--- config.mk ---
export PLATFORM = sky130hd
export DESIGN_NAME = grant_scheduler16
export DESIGN_NICKNAME = d
export VERILOG_FILES = /design/src/rtl/grant_scheduler16_pkg.sv /design/src/rtl/grant_scheduler16_decoder4x16.sv /design/src/rtl/grant_scheduler16.sv
export SDC_FILE = /design/constraint.sdc
export NUM_CORES = 1
export LEC_CHECK = 0
export ABC_AREA = 1
export BUFFER_PORTS_ARGS = -buffer_cell sky130_fd_sc_hd__buf_4
export CORE_ASPECT_RATIO = 1.5
export CORE_MARGIN = 5
export CORE_UTILIZATION = 39
export CTS_BUF_LIST = sky130_fd_sc_hd__clkbuf_16
export CTS_CLUSTER_DIAMETER = 150
export DETAILED_ROUTE_END_ITERATION = 10
export PLACE_DENSITY = 0.61
export SETUP_SLACK_MARGIN = 0.05
export SLEW_MARGIN = 30
export SYNTH_ARGS = -nofsm -noshare
export SYNTH_HDL_FRONTEND = slang
export SYNTH_SLANG_ARGS = --single-unit
export TNS_END_PERCENT = 50
--- constraint.sdc ---
create_clock -name clk -period 3.3 [get_ports clk]
set_input_delay 0.495 -clock clk [delete_from_list [all_inputs] [get_ports clk]]
set_output_delay 0.495 -clock clk [all_outputs]
set_load 0.005 [all_outputs]
--- src/rtl/grant_scheduler16_pkg.sv ---
// Shared constants and FSM state encoding for the 16-way grant scheduler.
package grant_scheduler16_pkg;

  localparam int N_REQ = 16;
  localparam int IDX_W = 4;

  typedef enum logic [1:0] {
    ST_IDLE    = 2'd0,
    ST_OWN     = 2'd1,
    ST_RELEASE = 2'd2
  } state_e;

endpackage

--- src/rtl/grant_scheduler16_decoder4x16.sv ---
// Index-to-one-hot decoder with an enable; the output is all zero while en_i is low.
module decoder4x16
  import grant_scheduler16_pkg::*;
(
  input  logic [IDX_W-1:0] idx_i,
  input  logic             en_i,
  output logic [N_REQ-1:0] onehot_o
);

  genvar gi;
  generate
    for (gi = 0; gi < N_REQ; gi++) begin : g_dec
      assign onehot_o[gi] = en_i && (idx_i == IDX_W'(gi));
    end
  endgenerate

endmodule

--- src/rtl/grant_scheduler16.sv ---
// Round-robin 16-requester grant scheduler: IDLE -> OWN -> RELEASE with a one-cycle gap.
// Define SCHED_TIMEOUT_EN to add a forced release after TIMEOUT OWN cycles and the timeout_pulse port.
module grant_scheduler16
  import grant_scheduler16_pkg::*;
#(
  parameter int TIMEOUT = 64
)
(
  input  logic             clk,
  input  logic             rst,
  input  logic [N_REQ-1:0] req,
  input  logic             done,
  output logic             gnt_valid,
  output logic [IDX_W-1:0] gnt_idx,
  output logic [N_REQ-1:0] gnt_onehot
`ifdef SCHED_TIMEOUT_EN
  ,
  output logic             timeout_pulse
`endif
);

  if (TIMEOUT < 2 || TIMEOUT > 255) begin : g_timeout_range
    $error("grant_scheduler16: TIMEOUT must be in 2..255");
  end

  state_e           state_q, state_d;
  logic [IDX_W-1:0] gnt_idx_q, gnt_idx_d;
  logic [IDX_W-1:0] last_gnt_q, last_gnt_d;
  logic             win_found;
  logic [IDX_W-1:0] win_idx;
  logic [IDX_W-1:0] cand;

`ifdef SCHED_TIMEOUT_EN
  logic [7:0] cnt_q, cnt_d;
  logic       tpulse_q, tpulse_d;
`endif

  // Search starts just above the last grantee, so it naturally ends with itself.
  always_comb begin
    win_found = 1'b0;
    win_idx   = '0;
    cand      = '0;
    for (int k = 1; k <= N_REQ; k++) begin
      cand = last_gnt_q + IDX_W'(k);
      if (!win_found && req[cand]) begin
        win_found = 1'b1;
        win_idx   = cand;
      end
    end
  end

  always_comb begin
    state_d    = state_q;
    gnt_idx_d  = gnt_idx_q;
    last_gnt_d = last_gnt_q;
`ifdef SCHED_TIMEOUT_EN
    cnt_d      = '0;
    tpulse_d   = 1'b0;
`endif
    case (state_q)
      ST_IDLE: begin
        if (win_found) begin
          state_d   = ST_OWN;
          gnt_idx_d = win_idx;
        end
      end
      ST_OWN: begin
        if (done) begin
          state_d    = ST_RELEASE;
          last_gnt_d = gnt_idx_q;
        end
`ifdef SCHED_TIMEOUT_EN
        else if (cnt_q == 8'(TIMEOUT - 1)) begin
          state_d    = ST_RELEASE;
          last_gnt_d = gnt_idx_q;
          tpulse_d   = 1'b1;
        end else begin
          cnt_d = cnt_q + 8'd1;
        end
`endif
      end
      ST_RELEASE: state_d = ST_IDLE;
      default:    state_d = ST_IDLE;
    endcase
  end

  always_ff @(posedge clk or posedge rst) begin
    if (rst) begin
      state_q    <= ST_IDLE;
      gnt_idx_q  <= '0;
      last_gnt_q <= IDX_W'(N_REQ - 1);
`ifdef SCHED_TIMEOUT_EN
      cnt_q      <= '0;
      tpulse_q   <= 1'b0;
`endif
    end else begin
      state_q    <= state_d;
      gnt_idx_q  <= gnt_idx_d;
      last_gnt_q <= last_gnt_d;
`ifdef SCHED_TIMEOUT_EN
      cnt_q      <= cnt_d;
      tpulse_q   <= tpulse_d;
`endif
    end
  end

  assign gnt_valid = (state_q == ST_OWN);
  assign gnt_idx   = gnt_idx_q;
`ifdef SCHED_TIMEOUT_EN
  assign timeout_pulse = tpulse_q;
`endif

  decoder4x16 u_dec (
    .idx_i    (gnt_idx_q),
    .en_i     (gnt_valid),
    .onehot_o (gnt_onehot)
  );

endmodule

; Word level (Yosys, flattened, before mapping)
; Cells that the tools add are included.
; W data, S select, Z words.
[word_totals]
regBits = 10
inputBits = 19
output_inout_bits = 21
wordCells = 170
[op_classes]
add_sub_neg = 15
order_cmp = 16
n_eq_ne = 18
n_mux = 67
reduce_logical = 51
[ops]
columns = operator, count
row1 = $lt A4 B5 Y1 const B, 16
row2 = $bmux W1 S4, 16
row3 = $mux W4, 16
row4 = $add A4 B4 Y4 const B, 8
row5 = $eq A4 B4 Y1 const B, 8
row6 = $mux W1, 32
row7 = $logic_and A1 B1 Y1, 31
row8 = $add A4 B3 Y4 const B, 4
row9 = $eq A4 B3 Y1 const B, 4
row10 = $logic_not A1 Y1, 15
row11 = $add A4 B2 Y4 const B, 2
row12 = $eq A4 B2 Y1 const B, 2
row13 = $reduce_and A2 Y1, 3
row14 = $add A4 B1 Y4 const B, 1
row15 = $eq A4 B1 Y1 const B, 1
row16 = $logic_not A4 Y1, 1
row17 = $mux W2, 2
row18 = $ne A2 B2 Y1 const B, 2
row19 = $pmux W2 S2, 1
row20 = $eq A2 B1 Y1 const B, 1
row21 = $logic_not A2 Y1, 1

; Depth between registers and ports, before layout
[logic_depth]
word_depth = 51
mapped_depth = 25

; Cells and area by module
; Synthesis repeated with hierarchy kept, for this count alone.
[hier_totals]
cells_unflattened = 418
area_unflattened_um2 = 2249.7
[by_module_without_submodules]
columns = mod, instances, cells_each, area_each_um2, seq_area_each_um2
row1 = grant_scheduler16, 1, 386, 2123.3, 255.2
row2 = decoder4x16, 1, 32, 126.4, 0.0

; Least setup slack after synthesis
; Ideal clock, no wire load.
[synth_path]
path_kind = register to register
start = reg last_gnt_q[1]
end = reg gnt_idx_q[0], in the netlist gnt_idx[0]
arrival_ns = 3.147
required_time_ns = 3.182
slack_ns = 0.035
path_stages_with_launch = 22
synth_period_minus_slack_ns = 3.265
path_cell_list = dfstp_2 -> inv_1 -> buf_2 -> ha_1 -> inv_1 -> buf_2 -> nand3_1 -> nand3_1 -> nand2_1 -> nand2_1 -> nand2_2 -> nor2_8 -> nand4_4 -> nor2_4 -> nand3_2 -> nor2_4 -> nand4_4 -> nor2_4 -> nand4_1 -> nand2_2 -> nand3b_1 -> nand2_1
[synth_between]
elab_chain_cells = 50
elab_cells_between_ends = 110
cone_classes = 15 x add/sub / 64 x mux / 31 x reduce/logical
[synth_lines]
columns = element, line
row1 = start: declaration, grant_scheduler16.sv:28  ; logic [IDX_W-1:0] last_gnt_q, last_gnt_d;
row2 = start signal: assignment, grant_scheduler16.sv:91  ; last_gnt_q <= IDX_W'(N_REQ - 1);
row3 = start signal: assignment, grant_scheduler16.sv:99  ; last_gnt_q <= last_gnt_d;
row4 = $add A4 B1 Y4, grant_scheduler16.sv:44  ; cand = last_gnt_q + IDX_W'(k);
row5 = $bmux W1 S4, grant_scheduler16.sv:45  ; if (!win_found && req[cand]) begin
row6 = $mux W1 (implied by the code), grant_scheduler16.sv:45
row7 = $mux W1, grant_scheduler16.sv:45
row8 = $logic_not A1 Y1, grant_scheduler16.sv:45
row9 = $logic_and A1 B1 Y1, grant_scheduler16.sv:45
row10 = $mux W1, grant_scheduler16.sv:45
row11 = $logic_not A1 Y1, grant_scheduler16.sv:45
row12 = [34 not listed], --
row13 = $mux W1, grant_scheduler16.sv:45
row14 = $logic_not A1 Y1, grant_scheduler16.sv:45
row15 = $logic_and A1 B1 Y1, grant_scheduler16.sv:45
row16 = $mux W1, grant_scheduler16.sv:45
row17 = $logic_not A1 Y1, grant_scheduler16.sv:45
row18 = $logic_and A1 B1 Y1, grant_scheduler16.sv:45
row19 = $mux W1, grant_scheduler16.sv:45
row20 = $reduce_and A2 Y1 (no source line), --
row21 = end signal: assignment, grant_scheduler16.sv:98  ; gnt_idx_q <= gnt_idx_d;
row22 = end: declaration, grant_scheduler16.sv:27  ; logic [IDX_W-1:0] gnt_idx_q, gnt_idx_d;
; Parallel ways exist; a longest one is shown, timed or not. The select of a mux whose other input is x is not followed.
; A chain may end at the register's enable or synchronous reset.

; Worst setup path in the final report
[layout_path]
start = reg last_gnt_q[1]
end = reg gnt_idx_q[2], in the netlist gnt_idx[2]
; Same word-level chain as after synthesis.

==> qor.txt <==
outcome = complete, no violations
Most used DFF post-synth = dfrtp_1
Simple-Gate Fraction of Synth Area = 64.6%
initial antenna violation count = 0
Synth Area in Adders = 4.38%
area grow syn2layout = 47.0%
Clock Sinks = 10
CTS H-Tree Depth = 1
top post-synthesis cells by area = nand2_1 22%, nand3_1 20%, nor2_1 9.4%, inv_1 7.2%, dfrtp_1 6.6%
Core ar. = 5740 sq um
share of cells above drive strength 1 = 30.9%
final wirelength = 9440 um
Rel. slew slack = 49.6%
GRT Total Usage = 23.7%
worst r2r path cells = 19
clk_lat worst skew = 0.24 ns
Ys Warns = 0
Min Hold Slack = 0.247 ns
critical path class = reg2reg
global placement routability congestion = 0.976
Synth Instances = 423
multiplexer share of the synthesized area = 0%
Max Slew Vio Count = 0
CP Launch Type = register
Distinct cells, synth = 34
fin crit period = 3.13 ns
Final Cycle Share = 94.9%
fmax = 319 MHz
vias in the first global route = 3,007
I/O Pins = 40
DIE AREA = 7530 sq um
Slew @ Worst Pin = 0.752 ns
initial core utilization = 39.8%
Final HPWL DP = 7060 um
Post-DP Area = 2780 sq um
Via-to-Cell Ratio = 5.55
CTS tree = built
Placed Cells = 548
FF-to-FF End = gnt_idx[2]
Clock Pin Slew Worst Setup and Hold Paths = 0.04 ns
Final setup viols = 0
CP Capture Type = register
Post-Layout Cell Count = 574
Reg2Reg Setup Slack = 0.17 ns
Post-synth top cells = 135 x nand2_1, 90 x nand3_1, 57 x nor2_1, 44 x inv_1, 12 x nand4_1
largest family of logic cells by synthesized area = simple AND/OR/NAND/NOR gates
Crit path arrival time = 3.27 ns
Synth Area per Inst = 5.41 sq um
Vias = 3,186
total CTS buffers = 3
routed len/inst = 16.4 um
Max Buffers Root-to-Sink = 2
Fin Setup TNS = 0 ns
Final #Nets = 530
Final Cell Area = 3360 sq um
Die Ht = 104 um
EDFF count, synth = 0
post-synthesis sequential area ratio = 11.2%
Synth Area in Compound Gates = 5.96%
WP data required = 3.43 ns
hold crit path type = in2async
DRC = 0
port bufs = 39
CTS Root Buffer Type = clkbuf_16
synthesized area = 2290 sq um
Synth Net Count = 450
reg-to-reg startpoint = last_gnt_q[1]
async set-reset flop share out of synthesis = 100%
Final Hold Fails = 0
Detail Route Antenna Nets = 0
Post-Synth XOR/XNOR Area = 3.45%
largest net degree at the start of global routing = 24
Inserted Diodes = 0
most frequent cell after synthesis = nand2_1
crit path from = last_gnt_q[1]
share of Yosys cell area claimed by the top area cell type = 22.2%
area leader, netlist = nand2_1
Rows = 34
maxcap violations = 0
drt pass-1 iters = 6
GR Overflow Total = 0
skew final = 0.00565 ns
crit path max fanout = 8
DRT iter0 DRCs = 318
first-pass GRT wire length = 14,100 um
#FFs+latches synth = 10
Horiz. Die Dim = 72.5 um
[logic make-up after synthesis]
kind of cell | after synthesis
AOI/OAI and AO/OA | 23
buffers and inverters | 57
adders and majority gates | 8
DFF | 10
and+or+nand+nor | 319
xor gates and xnor gates | 6
[final cells by class]
cell class                 count  area (sq um)
clock buffer                   3          75.1
sequential                    10           255
timing repair buffer          83           723
tap                           72          90.1
multi-input combinational    357          2020
inverter                      48           193
fill                         576          2380
clock inverter                 1          3.75
[routing by layer]
metal / GRT usage, % / vias up / wire length [um]
met4: 12.4 / 0 / 595
met2: 44.6 / 153 / 5040
li1: - / 1537 / -
met3: 2.23 / 53 / 541
met1: 24.7 / 1443 / 3260
met5: 0 / - / 0
[metrics by stage]
stage               setup WS [ns]  utilization, %
global placement          -0.0577            48.5
finish                      0.168            58.6
detailed placement        -0.0607            48.5
floorplan                  0.0652               -
global route              -0.0193            58.6
CTS                        0.0783            50.1
[state kept, by name, indices dropped and copies added, names as in the netlist]
| signal | cells |
|---|---|
| gnt_idx | 4 |
| last_gnt_q | 4 |
| state_q | 2 |
[timing repair]
| item | 4_1_cts | 5_1_grt |
|---|---|---|
| resized for setup | 6 | 71 |
| endpoints found under the setup margin | 5 | 5 |
| hold buffers | 0 | 0 |
| cloned | 0 | 3 |
| pin swaps | 0 | 23 |
| buffers inserted | 0 | 19 |
[cell usage in the layout (no fill, tap or decap), types with 6 or more instances in the layout]
master | netlist | layout
o21ai_0 | 9 | 7
dfrtp_1 | 6 | 6
nand2_2 | 5 | 14
inv_2 | 4 | 6
nand2_1 | 135 | 121
inv_1 | 44 | 39
nand2_4 | 0 | 6
nand3_1 | 90 | 76
nand4_1 | 12 | 12
buf_4 | 1 | 74
nor2_1 | 57 | 57
nand3_2 | 3 | 13
[worst max-delay path: stages (launching register included)]
cell and delay [ns]:
dfstp_2 0.58, inv_4 0.06, ha_4 0.30, buf_12 0.15, nand3_1 0.09, and2_1 0.20
nand2_2 0.08, nand3_1 0.08, nand2_2 0.10, nand4_4 0.13, nor2_4 0.15, nand3_2 0.11
nor2_4 0.20, nand4_4 0.13, nor2_4 0.17, nand4_2 0.18, nor2_1 0.15, nor2_1 0.06
nand2_1 0.07, nand2_1 0.05
[how the worst max path moves through the flow]
stage | to | slack [ns] | depth (start not counted)
after global placement | gnt_idx[2] | -0.06 | 24
after floorplan | gnt_idx[0] | 0.07 | 21
final | gnt_idx[2] | 0.17 | 19
after global routing | gnt_idx[0] | -0.02 | 18
after detailed placement | gnt_idx[0] | -0.06 | 20
after CTS | gnt_idx[2] | 0.08 | 20
Power is not shown: default switching activity piles up to over one toggle a cycle in this logic, so the estimate is an artifact.
